File: config.mk
export PLATFORM = sky130hd
export DESIGN_NAME = ndma_xfer_ctrl_flat
export DESIGN_NICKNAME = d
export VERILOG_FILES = /design/src/rtl/ndma_xfer_ctrl_if.sv /design/src/rtl/ndma_xfer_ctrl.sv /design/src/flat_wrapper.sv
export SDC_FILE = /design/constraint.sdc
export NUM_CORES = 1
export LEC_CHECK = 0
export BUFFER_PORTS_ARGS = -buffer_cell sky130_fd_sc_hd__buf_4
export CAP_MARGIN = 10
export CORE_MARGIN = 4
export CORE_UTILIZATION = 30
export DETAILED_ROUTE_END_ITERATION = 8
export GPL_TIMING_DRIVEN = 0
export SLEW_MARGIN = 20
export SYNTH_ARGS = -nofsm -noshare
export SYNTH_HDL_FRONTEND = slang
export SYNTH_SLANG_ARGS = --single-unit
File: constraint.sdc
create_clock -name clk_i -period 2.2 [get_ports clk_i]
set_input_delay 0.44 -clock clk_i [delete_from_list [all_inputs] [get_ports clk_i]]
set_output_delay 0.44 -clock clk_i [all_outputs]
set_load 0.03 [all_outputs]
File: src/rtl/ndma_xfer_ctrl_if.sv
// ndma_xfer_ctrl_if: copy-sequencer bundle (command, read/write manager handshakes, status); irq pair present when NDMA_XFER_IRQ_EN is defined
interface ndma_xfer_ctrl_if #(parameter int LEN_W = 16);
    logic             start_i;
    logic             abort_i;
    logic [31:0]      src_addr_i;
    logic [31:0]      dst_addr_i;
    logic [LEN_W-1:0] len_i;
    logic             rd_req_o;
    logic [31:0]      rd_addr_o;
    logic             rd_busy_i;
    logic             rd_valid_i;
    logic [31:0]      rd_data_i;
    logic             wr_req_o;
    logic [31:0]      wr_addr_o;
    logic [31:0]      wr_data_o;
    logic             wr_busy_i;
    logic             wr_done_i;
    logic             busy_o;
    logic             done_o;
    logic             aborted_o;
`ifdef NDMA_XFER_IRQ_EN
    logic             irq_o;
    logic             irq_clr_i;
`endif
    modport master (
        input  start_i, abort_i, src_addr_i, dst_addr_i, len_i,
        input  rd_busy_i, rd_valid_i, rd_data_i, wr_busy_i, wr_done_i,
`ifdef NDMA_XFER_IRQ_EN
        input  irq_clr_i,
        output irq_o,
`endif
        output rd_req_o, rd_addr_o, wr_req_o, wr_addr_o, wr_data_o,
        output busy_o, done_o, aborted_o
    );
    modport slave (
        output start_i, abort_i, src_addr_i, dst_addr_i, len_i,
        output rd_busy_i, rd_valid_i, rd_data_i, wr_busy_i, wr_done_i,
`ifdef NDMA_XFER_IRQ_EN
        output irq_clr_i,
        input  irq_o,
`endif
        input  rd_req_o, rd_addr_o, wr_req_o, wr_addr_o, wr_data_o,
        input  busy_o, done_o, aborted_o
    );
endinterface

File: src/rtl/ndma_xfer_ctrl.sv
// ndma_xfer_ctrl: word-by-word read-then-write copy sequencer; NDMA_XFER_IRQ_EN adds a sticky completion interrupt
module ndma_xfer_ctrl #(
    parameter int LEN_W = 16
) (
    input logic clk_i,
    input logic rst_ni,
    ndma_xfer_ctrl_if.master bus
);
    typedef enum logic [2:0] {IDLE, RD_REQ, RD_WAIT, WR_REQ, WR_WAIT, FIN} state_t;
    state_t           state, state_nx;
    logic [31:0]      src, dst, data_buf;
    logic [LEN_W-1:0] remaining;
    logic             pend, aborted, rd_req, wr_req, abort_take;
    // next state, request qualification and abort resolution
    always_comb begin
        state_nx   = state;
        rd_req     = 1'b0;
        wr_req     = 1'b0;
        abort_take = 1'b0;
        case (state)
            IDLE:    if (bus.start_i) state_nx = (bus.len_i == '0) ? FIN : RD_REQ;
            RD_REQ: begin
                abort_take = bus.abort_i;
                rd_req     = !bus.abort_i && !bus.rd_busy_i;
                state_nx   = bus.abort_i ? FIN : (rd_req ? RD_WAIT : RD_REQ);
            end
            RD_WAIT: if (bus.rd_valid_i) state_nx = WR_REQ;
            WR_REQ: begin
                abort_take = bus.abort_i;
                wr_req     = !bus.abort_i && !bus.wr_busy_i;
                state_nx   = bus.abort_i ? FIN : (wr_req ? WR_WAIT : WR_REQ);
            end
            WR_WAIT: if (bus.wr_done_i) begin
                abort_take = pend || bus.abort_i;
                state_nx   = (remaining == LEN_W'(1) || abort_take) ? FIN : RD_REQ;
            end
            FIN:     state_nx = IDLE;
            default: state_nx = IDLE;
        endcase
    end
    // state, transfer context, buffer and abort tracking
    always_ff @(posedge clk_i or negedge rst_ni) begin
        if (!rst_ni) begin
            state     <= IDLE;
            src       <= '0;
            dst       <= '0;
            data_buf  <= '0;
            remaining <= '0;
            pend      <= 1'b0;
            aborted   <= 1'b0;
        end else begin
            state <= state_nx;
            if (state == IDLE && bus.start_i) begin
                src       <= bus.src_addr_i;
                dst       <= bus.dst_addr_i;
                remaining <= bus.len_i;
                aborted   <= 1'b0;
                pend      <= 1'b0;
            end
            if (state == RD_WAIT && bus.rd_valid_i) data_buf <= bus.rd_data_i;
            if (state == WR_WAIT && bus.wr_done_i) begin
                src       <= src + 32'd4;
                dst       <= dst + 32'd4;
                remaining <= remaining - LEN_W'(1);
            end
            if ((state == RD_WAIT || state == WR_WAIT) && bus.abort_i) pend <= 1'b1;
            if (state == FIN) pend <= 1'b0;
            if (abort_take) aborted <= 1'b1;
        end
    end
    assign bus.rd_req_o  = rd_req;
    assign bus.rd_addr_o = rd_req ? src : '0;
    assign bus.wr_req_o  = wr_req;
    assign bus.wr_addr_o = wr_req ? dst : '0;
    assign bus.wr_data_o = data_buf;
    assign bus.busy_o    = state != IDLE;
    assign bus.done_o    = state == FIN;
    assign bus.aborted_o = aborted;
`ifdef NDMA_XFER_IRQ_EN
    logic irq;
    // sticky interrupt: a new completion overrides a same-cycle clear
    always_ff @(posedge clk_i or negedge rst_ni) begin
        if (!rst_ni) irq <= 1'b0;
        else         irq <= bus.done_o || (irq && !bus.irq_clr_i);
    end
    assign bus.irq_o = irq || bus.done_o;
`endif
endmodule

File: src/flat_wrapper.sv
// flat-port wrapper written by rule: the top's interface ports become plain ports
module ndma_xfer_ctrl_flat 
#(
    parameter int LEN_W = 16
)
  (clk_i, rst_ni, bus_start_i, bus_abort_i, bus_src_addr_i, bus_dst_addr_i, bus_len_i, bus_rd_busy_i, bus_rd_valid_i, bus_rd_data_i, bus_wr_busy_i, bus_wr_done_i, bus_rd_req_o, bus_rd_addr_o, bus_wr_req_o, bus_wr_addr_o, bus_wr_data_o, bus_busy_o, bus_done_o, bus_aborted_o);
  ndma_xfer_ctrl_if #(.LEN_W(LEN_W)) bus_i ();
  input logic clk_i;
  input logic rst_ni;
  input wire logic [$bits(bus_i.start_i)-1:0] bus_start_i;
  input wire logic [$bits(bus_i.abort_i)-1:0] bus_abort_i;
  input wire logic [$bits(bus_i.src_addr_i)-1:0] bus_src_addr_i;
  input wire logic [$bits(bus_i.dst_addr_i)-1:0] bus_dst_addr_i;
  input wire logic [$bits(bus_i.len_i)-1:0] bus_len_i;
  input wire logic [$bits(bus_i.rd_busy_i)-1:0] bus_rd_busy_i;
  input wire logic [$bits(bus_i.rd_valid_i)-1:0] bus_rd_valid_i;
  input wire logic [$bits(bus_i.rd_data_i)-1:0] bus_rd_data_i;
  input wire logic [$bits(bus_i.wr_busy_i)-1:0] bus_wr_busy_i;
  input wire logic [$bits(bus_i.wr_done_i)-1:0] bus_wr_done_i;
  output wire logic [$bits(bus_i.rd_req_o)-1:0] bus_rd_req_o;
  output wire logic [$bits(bus_i.rd_addr_o)-1:0] bus_rd_addr_o;
  output wire logic [$bits(bus_i.wr_req_o)-1:0] bus_wr_req_o;
  output wire logic [$bits(bus_i.wr_addr_o)-1:0] bus_wr_addr_o;
  output wire logic [$bits(bus_i.wr_data_o)-1:0] bus_wr_data_o;
  output wire logic [$bits(bus_i.busy_o)-1:0] bus_busy_o;
  output wire logic [$bits(bus_i.done_o)-1:0] bus_done_o;
  output wire logic [$bits(bus_i.aborted_o)-1:0] bus_aborted_o;
  assign bus_i.start_i = bus_start_i;
  assign bus_i.abort_i = bus_abort_i;
  assign bus_i.src_addr_i = bus_src_addr_i;
  assign bus_i.dst_addr_i = bus_dst_addr_i;
  assign bus_i.len_i = bus_len_i;
  assign bus_i.rd_busy_i = bus_rd_busy_i;
  assign bus_i.rd_valid_i = bus_rd_valid_i;
  assign bus_i.rd_data_i = bus_rd_data_i;
  assign bus_i.wr_busy_i = bus_wr_busy_i;
  assign bus_i.wr_done_i = bus_wr_done_i;
  assign bus_rd_req_o = bus_i.rd_req_o;
  assign bus_rd_addr_o = bus_i.rd_addr_o;
  assign bus_wr_req_o = bus_i.wr_req_o;
  assign bus_wr_addr_o = bus_i.wr_addr_o;
  assign bus_wr_data_o = bus_i.wr_data_o;
  assign bus_busy_o = bus_i.busy_o;
  assign bus_done_o = bus_i.done_o;
  assign bus_aborted_o = bus_i.aborted_o;
  ndma_xfer_ctrl #(.LEN_W(LEN_W)) u_core (.clk_i(clk_i), .rst_ni(rst_ni), .bus(bus_i));
endmodule
==> results of run 1 <==
through the flow:
| step | setup TNS (ps) | total power, mW | worst slack, ps |
|---|---|---|---|
| floorplan | -1970 | 7.05 | -93.1 |
| global placement | -70120 | 8.91 | -864 |
| detailed placement | -70660 | 9.03 | -892 |
| CTS | -11270 | 12.4 | -330 |
| global route | -15180 | 13.4 | -378 |
| finish | -10870 | 12.7 | -301 |
final cells by class:
cell class / count / area (sq um) / share of cell area
Sequential cell: 117 / 2930 / 0.286
Multi-Input combinational cell: 534 / 3710 / 0.362
Tap cell: 275 / 344 / 0.0336
Clock inverter: 15 / 160 / 0.0156
Timing Repair Buffer: 267 / 2340 / 0.228
Inverter: 15 / 56.3 / 0.00549
Clock buffer: 17 / 425 / 0.0415
Buffer: 35 / 283 / 0.0276
worst min-delay path: cells and delay by family:
kind                   cells  cell delay (ps)
buffers and inverters      1               70
and+or+nand+nor            2               90
cells by family (layout without fill, tap and decap cells):
logic type,after synthesis,count (layout),synth area share
DFF,117,117,0.453
AOI/OAI and AO/OA,150,150,0.169
adders and majority gates,4,4,0.00774
xor gates and xnor gates,2,2,0.00271
and+or+nand+nor,345,346,0.279
muxes,32,32,0.0557
buffers and inverters,56,349,0.0335
how the worst min path moves through the flow:
stage,from,endpoint,slack [ps],cells after the start
after floorplan,rst_ni,u_core.bus.aborted_o,140,0
after global placement,u_core.src[0],u_core.src[0],450,2
after detailed placement,rst_ni,u_core.dst[11],370,1
after CTS,bus_src_addr_i[0],u_core.src[0],200,3
after global routing,bus_src_addr_i[0],u_core.src[0],220,3
final,bus_src_addr_i[0],u_core.src[0],220,3
registers in the layout, summed over array words and instances (netlist names):
| name | cells |
|---|---|
| u_core.dst | 32 |
| u_core.pend | 1 |
| u_core.remaining | 16 |
| u_core.state | 3 |
| u_core.bus.aborted_o | 1 |
| u_core.bus.wr_data_o | 32 |
| u_core.src | 32 |
repair_timing:
item,CTS,global route
gates cloned,3,2
endpoints found under the hold margin,45,0
setup buffers,26,15
pin swaps,7,9
gates resized for setup,175,75
setup endpoints to repair,176,150
hold buffers,1,0
cells in the final DEF, fill, tap and decap left out, drive strengths merged, types with 11 or more instances in the layout:
cell,netlist,layout
a21oi,13,13
a221o,12,12
and2,61,61
buf,7,281
clkbuf,34,37
dfrtp,117,117
inv,15,15
mux2,32,32
nand2,115,115
nand3,51,51
nand4,18,18
nor2,31,31
nor3,18,18
nor4,15,15
o211ai,38,38
o21ai,32,32
o311ai,28,28
or4,11,11
power by group through the flow:
stage	clock, mW	sequential, mW	combinational [mW]
floorplan	0	4.54	2.51
global placement	0	4.21	4.71
detailed placement	0	4.23	4.80
CTS	2.80	4.25	5.32
global route	2.90	4.49	6.04
finish	2.77	4.30	5.61
metal layers:
| layer | part of all wire | routed length, microns |
|---|---|---|
| met1 | 0.43 | 11200 |
| met2 | 0.48 | 12600 |
| met3 | 0.085 | 2230 |
| met4 | 0.0079 | 208 |
| met5 | 0 | 0 |
==> results.md, run 1 <==
- Via density: 5.37
- Mean Syn Cell Area: 9.16 sq um
- Crit path buf inv count: 3
- Syn nets: between 800 and 900
- Setup ws final: -301 ps
- Yosys reg bits: 117
- Most common cell in the netlist: dfrtp_1
- Lkg Pwr: 4.52 nW
- Final nets: around 1100
- GR Layer Usage met2: 0.340
- Top cell types by occurrence after synthesis: dfrtp_1, nand2_1, and2_1
- Crit path from: u_core.state[1]
- Failing checks: setup timing
- Post-Route WL: 26.2 mm
- Core ar.: 0.0211 sq mm
- Worst-path maximum fanout: 5
- First-pass GRT wire length: 39.0 mm
- Clock power share: 0.218
- Most Crowded Layer GR: met2
- Clk root buf: clkbuf_16
- RSZ-0062 raised after global routing: yes
- CP startpoint kind: register
- Final HPWL DP: 18.2 mm
- Worst-path cell chain: or4b_4 -> nor2_4 -> buf_4 -> clkbuf_8 -> and2_2 -> buf_6
- Largest delay share family, worst path: simple AND/OR/NAND/NOR gates
- Gr usage total: 0.211
- Diode count: 0
- Via count: between 6000 and 7000
- FMAX: around 400 MHz
- R2r setup slk: -60 ps
- Final min period: 2500 ps
- Later-pin clock latency in the skew report: 420 ps
- CTS tree: built
- Slew Limit Fails: 0
- Slowest stage cell, crit path: or4b_4
- Starting Density: 0.307
- DRC: 0
- Crit share post-route: 1.14
- Req. time, crit path: approximately 1800 ps
- Net switching power: 5.35 mW
- Critical path's largest stage delay: 520 ps
- Hold Slack: 216 ps
- Yosys cell types: 55
- Post-place instance area: 0.00854 sq mm
- Max VDD drop: 0.000482 V
- Min-Delay Path Class: input port to register
- Synth top area cells: dfrtp_1, nand2_1, and2_1, mux2_2, o211ai_1
- Crit path capture: bus_rd_addr_o[30]
- Total die area: 0.0240 sq mm
- Layout cells sized above 1: 0.467
- Critical Path Stages: 6
- Die X: 155 microns
- Net Sw Frac: 0.422
- Actual slew at the worst max-slew pin: 530 ps
- Max_cap viols: 0
- Initial antenna violation count: 0
- Asr flop ratio synth: 1.00
- Die height: 155 microns
- Synthesis-to-finish area growth: 58.5%
- Post-synth EDFFs: 0
- Site Rows: 53
- Setup Skew: 7.38 ps
- Num CTS Buffers: 17
- GPL Wtd Cong: 0.867
- Fin util: 0.486
- Pin count of the biggest net entering global routing: 73
- Pwr dens: 1240 mW/mm^2
- Sink Count: 117
- Remaining antenna violation count after routing: 0
- CTS max path bufs: 2
- Layout fillers: 2020
- Critical path class: register to output port
- Final setup fails: 64
- Endpoint class of the critical path: output port
- Worst r2r path cells: 5
- Initial DRC count: between 400 and 500
- Vias in the first global route: 6758
- Seq/Total Area, Yosys: 0.453
- Slew HR: 0.647
- Internal Pwr Total: 7.33 mW
- Final Hold Vio Count: 0
- Top-area cell type share of the netlist area: 0.453
- Gate count of the mapped netlist: 706
- Final instance area: approximately 0.010 sq mm
- Worst-path clk slew: 60 ps
- Final Non-Filler Cells: roughly 1300
- Placed cells: 1202
- Cell area after synthesis: 0.00647 sq mm
- DR pass1 iterations: 8
- WL per Instance: 20.6 microns
- Most used DFF post-synth: dfrtp_1
- Port Buffers: 220
- Ports: 221
- Status: finished, violations left
- Met1 usage: 0.285
- Critical path arrival: 2060 ps
- Combinational share of power: 0.443
- Sequential share of power: 0.339
- Post-synth top area cell: dfrtp_1
- # H-tree levels: 4
- M3 GR Usage: 0.0562
- Reg2reg start: u_core.remaining[2]
- Worst R2R End: u_core.remaining[15]
- YS warnings: 0
- Grt total ovfl: 0
No activity file was read; power rests on OpenSTA's default activity.
==> run 2: changes to the inputs <==
- RECOVER_POWER: unset -> 25
==> run 2 against run 1 <==
  * The run still ends with setup timing left
  * Clock skew up 1.2 ps
  * Sequential power is essentially flat
  * Largest power group unchanged
  * Largest cell class unchanged
  * Die area unchanged
  * Sequential cell count unchanged
  * Highest routed layer unchanged
  * Critical path type unchanged
  * Global-route usage unchanged
  * First-iteration DRC count is 0.83% lower
  * Wire length barely moved
  * Via count hardly changed
  * Worst hold slack worse by 1.3 ps
  * Design area fell by 0.22%
  * Maximum frequency fell by 0.21%
  * Critical endpoint unchanged
  * Utilization fell by 0.11 points
==> results.md, run 2 (synthesized netlist as in run 1, its figures left out) <==
- Reg2reg start: u_core.remaining[2]
- DR pass1 iterations: 8 (unchanged)
- Failing checks: setup timing
- Slew Limit Fails: 0 (unchanged)
- Min-delay src: bus_src_addr_i[0]
- Net Sw Frac: 0.422 (about the same)
- Port Buffers: 220 (unchanged)
- Layout cells sized above 1: 0.467 (unchanged)
- Endpoint class of the critical path: output port
- Final setup fails: 64 (unchanged)
- Grt total ovfl: 0 (unchanged)
- Commonest non-fill, non-tap cell in the layout: buf_4
- Min-Delay Path Class: input port to register
- WHS Path Cells: 3 (unchanged)
- Worst-path clk slew: 60 ps (about the same)
- Pwr dens: 1240 mW/mm^2 (+0.17%)
- RSZ-0062 raised after global routing: yes
- Worst r2r path cells: 5 (unchanged)
- Max VDD drop: 0.000486 V (+0.85%)
- Initial DRC count: 477 (-0.83%)
- Ports: 221 (unchanged)
- Die X: 155 microns (unchanged)
- WL per Instance: 20.6 microns (about the same)
- Synthesis-to-finish area growth: 58.1%
- Later-pin clock latency in the skew report: 420 ps (about the same)
- Final min period: 2510 ps (+5.33 ps)
- Remaining antenna violation count after routing: 0 (unchanged)
- Critical path class: register to output port
- CP startpoint kind: register
- Final Hold Vio Count: 0 (unchanged)
- Core ar.: 0.0211 sq mm (unchanged)
- Final nets: 1111 (unchanged)
- Lkg Pwr: 4.52 nW (-0.19%)
- Max_cap viols: 0 (unchanged)
- GPL Wtd Cong: 0.867 (unchanged)
- Combinational share of power: 0.442 (about the same)
- Worst-path maximum fanout: 5 (unchanged)
- Post-place instance area: 0.00854 sq mm (unchanged)
- Starting Density: 0.307 (unchanged)
- First-pass GRT wire length: 39.0 mm (unchanged)
- Via density: 5.36 (about the same)
- Actual slew at the worst max-slew pin: 1230 ps (+696 ps)
- Setup ws final: -307 ps (-5.33 ps)
- Die height: 155 microns (unchanged)
- Final instance area: 0.0102 sq mm (-0.22%)
- Clk root buf: clkbuf_16
- Crit share post-route: 1.14 (+0.00242)
- Site Rows: 53 (unchanged)
- Slew HR: 0.183 (-0.464)
- Worst R2R End: u_core.remaining[15]
- Setup Skew: 8.62 ps (+1.24 ps)
- Gr usage total: 0.211 (unchanged)
- Sequential share of power: 0.339 (about the same)
- Vias in the first global route: 6758 (unchanged)
- # H-tree levels: 4 (unchanged)
- Critical path arrival: 2070 ps (about the same)
- Total power: 12.7 mW (about the same)
- Total die area: 0.0240 sq mm (unchanged)
- Commonest cells after routing, fill and taps aside: buf_4, nand2_1, dfrtp_1, buf_6, and2_4
- Pin count of the biggest net entering global routing: 73 (unchanged)
- Final HPWL DP: 18.2 mm (unchanged)
- Crit path from: u_core.state[1]
- R2r setup slk: -60 ps (about the same)
- Post-Route WL: 26.3 mm (about the same)
- CTS max path bufs: 2 (unchanged)
- Worst Hold Endpoint: u_core.src[0]
- Sink Count: 117 (unchanged)
- Req. time, crit path: 1760 ps (about the same)
- CTS tree: built
- Clock power share: 0.218 (about the same)
- Status: finished, violations left
- Initial antenna violation count: 0 (unchanged)
- Via count: 6838 (-0.088%)
- Net switching power: 5.35 mW (about the same)
- Diode count: 0 (unchanged)
- FMAX: 399 MHz (-0.21%)
- Num CTS Buffers: 17 (unchanged)
- Internal Pwr Total: 7.32 mW (about the same)
- DRC: 0 (unchanged)
run 2: changes by cell type in the layout (fill, tap and decap cells not counted), sizes merged:
| cell | delta |
|---|---|
| buf | -1 |
| clkbuf | +1 |
run 2: repair_timing:
item,CTS,global route
pin swaps,7,9
endpoints found under the setup margin,176,150
hold buffers,1,0
hold endpoints to repair,45,0
setup buffers,26,15
gates cloned,3,2
resized for setup,175,75
run 2: metrics by stage:
step	utilization	worst slack [ps]	TNS, ps	cells	hold WS (ps)
finish	0.485	-307	-11180	1275	214
global placement	0.403	-864	-70120	1201	449
global route	0.485	-378	-18180	1275	220
floorplan	-	-93.1	-1970	706	144
CTS	0.470	-330	-11270	1259	200
detailed placement	0.405	-892	-70660	1202	366
run 2: layout make-up:
class	count	area, sq um
repair buffers	267	2320
well taps	275	344
multi-input cells	534	3710
clock buffers	17	425
plain buffers	35	283
fillers	2023	10900
inverters	15	56.3
flip-flops and latches	117	2930
clock inverters	15	160
run 2: power by group through the flow:
stage | registers, mW | clock network, mW | logic [mW]
floorplan | 4.54 | 0 | 2.51
global placement | 4.21 | 0 | 4.71
detailed placement | 4.23 | 0 | 4.80
CTS | 4.25 | 2.80 | 5.32
global route | 4.49 | 2.90 | 6.03
finish | 4.30 | 2.77 | 5.61
run 2: per-layer routing:
| metal | up-vias | part of all wire | GRT usage |
|---|---|---|---|
| li1 | 3194 | - | - |
| met1 | 3296 | 0.42 | 0.285 |
| met2 | 324 | 0.48 | 0.340 |
| met3 | 24 | 0.087 | 0.0562 |
| met4 | 0 | 0.0097 | 0.0500 |
| met5 | - | 0 | 0 |
run 2: how the worst max path moves through the flow:
stage	cells after the start	slack [ps]	end
after floorplan	6	-90	bus_rd_addr_o[10]
after global placement	7	-860	bus_rd_addr_o[18]
after detailed placement	8	-890	u_core.dst[5]
after CTS	6	-330	bus_rd_addr_o[27]
after global routing	6	-380	bus_rd_addr_o[27]
final	6	-310	bus_rd_addr_o[30]
run 2: critical path, cell delays in order (launching register included):
cell,delay (ps)
dfrtp_2,430
or4b_4,520
nor2_4,110
buf_4,140
clkbuf_8,140
and2_2,170
buf_6,130
